`src/rtl/alu_exec_unit.sv`:
```
// RV32I integer ALU plus M-extension MUL behind a valid/ready handshake.
// Latency: one cycle for single-cycle and illegal ops, 1+WIDTH cycles for MUL (iterative shift-add).
// Backpressure: one op in flight; in_ready is low until the held result is taken with out_ready.
module alu_exec_unit #(
  parameter int WIDTH = 32,
  parameter int SHW   = $clog2(WIDTH)
) (
  input  logic             clk,
  input  logic             rst,
  input  logic             in_valid,
  output logic             in_ready,
  input  logic [1:0]       ALUOp,
  input  logic             op5,
  input  logic [2:0]       funct3,
  input  logic [6:0]       funct7,
  input  logic [WIDTH-1:0] A,
  input  logic [WIDTH-1:0] B,
  output logic             out_valid,
  input  logic             out_ready,
  output logic [WIDTH-1:0] Result,
  output logic             Zero,
  output logic             Negative,
  output logic             Carry,
  output logic             Overflow,
  output logic             Illegal
);

  typedef enum logic [1:0] {S_IDLE, S_MUL, S_DONE} state_t;
  typedef enum logic [3:0] {
    OP_ADD, OP_SUB, OP_SLL, OP_SLT, OP_SLTU, OP_XOR,
    OP_SRL, OP_SRA, OP_OR, OP_AND, OP_MUL, OP_ILL
  } op_t;

  localparam logic [SHW-1:0] CNT_LAST = SHW'(WIDTH - 1);

  state_t           state_q, state_d;
  op_t              dec_op;
  logic [WIDTH-1:0] b_eff;
  logic [WIDTH:0]   sum;
  logic [WIDTH-1:0] alu_res;
  logic             alu_c, alu_v;
  logic [SHW-1:0]   shamt;
  logic [WIDTH-1:0] mcand_q, mplier_q, acc_q, acc_step;
  logic [SHW-1:0]   cnt_q;

  assign shamt = B[SHW-1:0];

  // Decode the instruction fields into a single operation code.
  always_comb begin
    dec_op = OP_ILL;
    case (ALUOp)
      2'b00: dec_op = OP_ADD;
      2'b01: dec_op = OP_SUB;
      2'b11: dec_op = OP_ILL;
      default: begin
        if (op5 && funct7 == 7'b0000001) begin
          dec_op = (funct3 == 3'b000) ? OP_MUL : OP_ILL;
        end else begin
          case (funct3)
            3'b000:  dec_op = (op5 && funct7[5]) ? OP_SUB : OP_ADD;
            3'b001:  dec_op = OP_SLL;
            3'b010:  dec_op = OP_SLT;
            3'b011:  dec_op = OP_SLTU;
            3'b100:  dec_op = OP_XOR;
            3'b101:  dec_op = funct7[5] ? OP_SRA : OP_SRL;
            3'b110:  dec_op = OP_OR;
            default: dec_op = OP_AND;
          endcase
        end
      end
    endcase
  end

  // Single-cycle datapath; SUB reuses the adder with inverted B and carry-in.
  always_comb begin
    b_eff   = (dec_op == OP_SUB) ? ~B : B;
    sum     = {1'b0, A} + {1'b0, b_eff} + {{WIDTH{1'b0}}, (dec_op == OP_SUB)};
    alu_res = '0;
    alu_c   = 1'b0;
    alu_v   = 1'b0;
    case (dec_op)
      OP_ADD, OP_SUB: begin
        alu_res = sum[WIDTH-1:0];
        alu_c   = sum[WIDTH];
        alu_v   = (A[WIDTH-1] == b_eff[WIDTH-1]) && (sum[WIDTH-1] != A[WIDTH-1]);
      end
      OP_SLL:  alu_res = A << shamt;
      OP_SLT:  alu_res = {{(WIDTH-1){1'b0}}, ($signed(A) < $signed(B))};
      OP_SLTU: alu_res = {{(WIDTH-1){1'b0}}, (A < B)};
      OP_XOR:  alu_res = A ^ B;
      OP_SRL:  alu_res = A >> shamt;
      OP_SRA:  alu_res = $signed(A) >>> shamt;
      OP_OR:   alu_res = A | B;
      OP_AND:  alu_res = A & B;
      default: alu_res = '0;
    endcase
  end

  // One shift-add step: accumulate the multiplicand when the multiplier LSB is set.
  always_comb begin
    acc_step = acc_q + (mplier_q[0] ? mcand_q : '0);
  end

  // State register.
  always_ff @(posedge clk) begin
    if (!rst) state_q <= S_IDLE;
    else      state_q <= state_d;
  end

  // Next-state logic and handshake outputs.
  always_comb begin
    state_d   = state_q;
    in_ready  = 1'b0;
    out_valid = 1'b0;
    case (state_q)
      S_IDLE: begin
        in_ready = 1'b1;
        if (in_valid) state_d = (dec_op == OP_MUL) ? S_MUL : S_DONE;
      end
      S_MUL: begin
        if (cnt_q == CNT_LAST) state_d = S_DONE;
      end
      S_DONE: begin
        out_valid = 1'b1;
        if (out_ready) state_d = S_IDLE;
      end
      default: state_d = S_IDLE;
    endcase
  end

  // Operand capture, multiplier iteration and result/flag registers.
  always_ff @(posedge clk) begin
    if (!rst) begin
      mcand_q  <= '0;
      mplier_q <= '0;
      acc_q    <= '0;
      cnt_q    <= '0;
      Result   <= '0;
      Zero     <= 1'b0;
      Negative <= 1'b0;
      Carry    <= 1'b0;
      Overflow <= 1'b0;
      Illegal  <= 1'b0;
    end else if (state_q == S_IDLE && in_valid) begin
      mcand_q  <= A;
      mplier_q <= B;
      acc_q    <= '0;
      cnt_q    <= '0;
      if (dec_op != OP_MUL) begin
        Result   <= alu_res;
        Zero     <= (alu_res == '0);
        Negative <= alu_res[WIDTH-1];
        Carry    <= alu_c;
        Overflow <= alu_v;
        Illegal  <= (dec_op == OP_ILL);
      end
    end else if (state_q == S_MUL) begin
      acc_q    <= acc_step;
      mcand_q  <= mcand_q << 1;
      mplier_q <= mplier_q >> 1;
      cnt_q    <= cnt_q + 1'b1;
      if (cnt_q == CNT_LAST) begin
        Result   <= acc_step;
        Zero     <= (acc_step == '0);
        Negative <= acc_step[WIDTH-1];
        Carry    <= 1'b0;
        Overflow <= 1'b0;
        Illegal  <= 1'b0;
      end
    end
  end

endmodule

```
`config.mk`:
```
export PLATFORM = sky130hd
export DESIGN_NAME = alu_exec_unit
export DESIGN_NICKNAME = d
export VERILOG_FILES = /design/src/rtl/alu_exec_unit.sv
export SDC_FILE = /design/constraint.sdc
export NUM_CORES = 1
export LEC_CHECK = 0
export CELL_PAD_IN_SITES_DETAIL_PLACEMENT = 2
export CELL_PAD_IN_SITES_GLOBAL_PLACEMENT = 2
export CORE_ASPECT_RATIO = 0.9
export CORE_MARGIN = 8
export CORE_UTILIZATION = 30
export DETAILED_ROUTE_END_ITERATION = 8
export PLACE_DENSITY = 0.7
export SLEW_MARGIN = 20
export SYNTH_ARGS = -nofsm -noshare
export SYNTH_HDL_FRONTEND = slang
export SYNTH_SLANG_ARGS = --single-unit
```
`constraint.sdc`:
```
create_clock -name clk -period 11.9 [get_ports clk]
set_input_delay 1.19 -clock clk [delete_from_list [all_inputs] [get_ports clk]]
set_output_delay 1.19 -clock clk [all_outputs]
set_load 0.01 [all_outputs]
```
==> summary.txt <==
Status
  – Status: finished clean

STA
  – Min Hold Slack: 0.456 ns
  – Clock skew: 0.0130 ns
  – Max Freq: 138 MHz
  – Setup violators final: 0
  – Post-Route Setup TNS: 0 ns
  – Fin crit share: 60.7%
  – Final worst setup slack: 4.67 ns
  – Fin crit period: 7.23 ns
  – Worst-margin pin slew: 1.20 ns
  – Fin. Hold Viols: 0
  – RSZ-0062 raised after global routing: false
  – Pins Over Slew Limit: 0
  – Max-slew headroom: 17.8%

Floorplanning
  – Die area: 65300 um2
  – Die W: 269 um
  – Die Y: 243 um
  – Initial Util: 30.2%
  – Core area: 56900 um2
  – Rows: 83
  – IO Count: 120

Critical path
  – Crit path max fanout: 33
  – Slowest CP cell: a211oi_2
  – R2R setup slack: 6.88 ns
  – Buf+Inv Stages, Crit Path: 2
  – Register-to-Register Path Depth: 14
  – R2r endpoint: Zero$_SDFFE_PN0P_
  – CP endpoint kind: flip-flop
  – FF-to-FF Start: mplier_q[0]$_SDFFE_PN0P_
  – Most used cell, CP: nand4_1
  – CP startpoint kind: primary input
  – Crit-path leading delay family: compound AO/OA/AOI/OAI gates
  – CP Class: primary input to flip-flop
  – Critical path arrival: 7.64 ns
  – Max stage delay on crit path: 0.71 ns
  – Crit path cell chain: clkdlybuf4s50_1, or3_1, a211oi_2, a21oi_4, buf_4, xnor2_1, ha_1, nand4_1, a211oi_1, o21ai_0, a41oi_1, xor2_1, a2111oi_0, and3_1, nand4_1, nor4_1, a21oi_1, nand2_1
  – WP data required: 12.31 ns

Layout
  – Reg area: 2780 um2
  – Nets: 2565
  – Non-Filler Instances: 3090
  – Fillers: 6692
  – Layout cells sized above 1: 9.89%
  – Area grow syn2layout: 15.4%
  – Final instance area: 19900 um2
  – Post-layout util: 34.9%
  – Multi-input gate area: 13400 um2
  – Ant. Diodes: 0

Drt
  – DR vias: 19400
  – Post-route ant nets: 0
  – Final WL: 96.7 mm
  – Initial DRT Pass Iterations: 6
  – Wire per inst: 31.3 um
  – Detail-routed via count per cell: 6.28
  – Initial DRC count: 1822
  – DRC violation count after routing: 0

Clocking
  – H-tree Lvls: 4
  – Skew-Pair Late Insertion Delay: 0.48 ns
  – Sink Count: 139
  – Post-CTS Resized: 0
  – Root buffer cell: clkbuf_16
  – Clock Tree Buf Depth: 2
  – CTS Hold Bufs: 0
  – Total CTS buffers: 17
  – Worst-path clk slew: 0.06 ns
  – Setup Fix Bufs, Post-CTS: 0
  – CTS tree: built

Synth
  – Distinct cells, synth: 93
  – Synth Flop Type: dfxtp_1
  – Yosys Warn Count: 0
  – Count leader, synth: nand2_1
  – Post-synth top area share: 16.2%
  – Commonest cells in the netlist: nand2_1, a21oi_1, nor2_1
  – Synth area leader: dfxtp_1
  – Ys async rst share: 0%
  – Mean Syn Cell Area: 7.52 um2
  – Flops & latches, synth: 139
  – Cell area after synthesis: 17200 um2
  – Gate Count Post-Synth: 2290
  – Seq/Total Area, Yosys: 16.2%
  – Net Count, Synth: 2542
  – Dominant cells by area after synthesis: dfxtp_1, ha_1, a21oi_1
  – Post-synth EDFFs: 0

Run
  – Max-Cap Viols: 0

Power and ir drop
  – Reg power frac: 26.0%
  – Switch Pwr: 0.765 mW
  – Switching share of power: 39.5%
  – Cell Int Power: 1.17 mW
  – Max IR drop VDD: 120 uV
  – PwrDens: 97.4 nW/um2
  – Clk pwr share: 32.9%
  – Share of power burned in combinational logic: 41.2%
  – Leak: 7.69 nW
  – Total power: 1.94 mW

Placement
  – Placed Cells incl. Taps: 3059
  – Port-buffer cells: 119
  – Dpl hpwl: 74.8 mm
  – Dpl ws: 4.00 ns
  – Dpl cell area: 19200 um2
  – GP Congestion: 1.02

Global routing
  – GRT overflow: 0
  – Tot GR Track Use: 29.1%
  – Initial antenna violation count: 3
  – Pin count of the biggest net entering global routing: 83
  – Vias in the first global route: 20200
  – First-pass GRT wire length: 142 mm

Hold path
  – Worst Hold Depth: 2
  – Hold Path End: mplier_q[24]$_SDFFE_PN0P_
  – Worst Hold Launch: mplier_q[24]$_SDFFE_PN0P_
  – Hold Path Class: flip-flop to flip-flop
-- per-layer routing --
layer	wire, um	up-vias	GRT usage [%]
met5	13	-	0
met3	6400	159	5.44
met1	43800	10000	39.7
met2	42800	704	45.1
met4	3720	2	10.6
li1	-	8517	-
-- cell families (layout without fill, tap and decap cells) --
family | count (synthesis) | after routing | synth area share, %
simple gates | 777 | 777 | 21.4
compound gates | 722 | 722 | 28.1
buf+inv | 276 | 311 | 6.35
fa+ha+maj | 171 | 171 | 12.5
flops | 139 | 139 | 16.2
mux | 132 | 132 | 11.8
xor+xnor | 73 | 73 | 3.71
-- cell usage in the layout, fill, tap and decap left out, types with 9 or more instances in the layout --
cell type,instances
nand4_1,27
o21ai_0,80
a21o_1,23
xnor2_1,57
ha_1,169
inv_1,94
clkdlybuf4s50_1,114
clkbuf_16,17
a221oi_1,14
o31ai_1,13
and2_1,45
xor2_1,16
mux2_2,35
nor2b_1,15
mux4_2,53
a211oi_1,37
buf_4,63
a21oi_1,238
nor2_1,189
a311oi_1,12
o22ai_1,30
and3_1,17
dfxtp_1,138
o211ai_1,37
nor3_1,47
a31oi_1,15
nor4_1,19
a211o_1,9
or4_1,12
nand2_1,275
mux2i_1,44
or3_1,17
nand2b_1,26
or2_2,9
a2111oi_0,11
nand3_1,46
a22oi_1,76
-- worst min-delay path, cell delays in order (launching register included) --
cell     delay, ns
dfxtp_1       0.31
nand2_1       0.05
a21oi_1       0.05
-- sequential cells by signal, summed over array words and instances (netlist names) --
register / count
Overflow: 1
Result: 32
cnt_q: 5
mcand_q: 32
Zero: 1
acc_q: 32
Carry: 1
state_q: 2
Illegal: 1
mplier_q: 32
-- worst max-delay path by stage --
stage,slack (ns),endpoint,depth (start not counted),startpoint
6_report,4.67,Zero$_SDFFE_PN0P_,18,funct3[1]
5_1_grt,4.32,Zero$_SDFFE_PN0P_,19,funct3[1]
4_1_cts,4.49,Zero$_SDFFE_PN0P_,19,funct7[5]
3_5_place_dp,4.00,Zero$_SDFFE_PN0P_,19,funct7[5]
3_3_place_gp,4.26,Zero$_SDFFE_PN0P_,19,funct7[5]
2_1_floorplan,6.11,Zero$_SDFFE_PN0P_,18,funct7[3]
-- layout make-up --
cell class	count	share of cell area [%]
well taps	765	4.82
clock inverters	10	1.06
repair buffers	180	8.20
inverters	100	1.90
multi-input cells	1875	67.6
flip-flops and latches	139	14.0
clock buffers	21	2.37
-- power groups by stage --
stage                     Sequential (mW)  Combinational [mW]  Clock, mW
after floorplan                     0.511               0.447          0
after global placement              0.511               0.760          0
after detailed placement            0.513               0.775          0
after CTS                           0.503               0.780      0.653
after global routing                0.505               0.840      0.669
final                               0.502               0.797      0.636
Note: power is estimated with default switching activity, not from simulation.
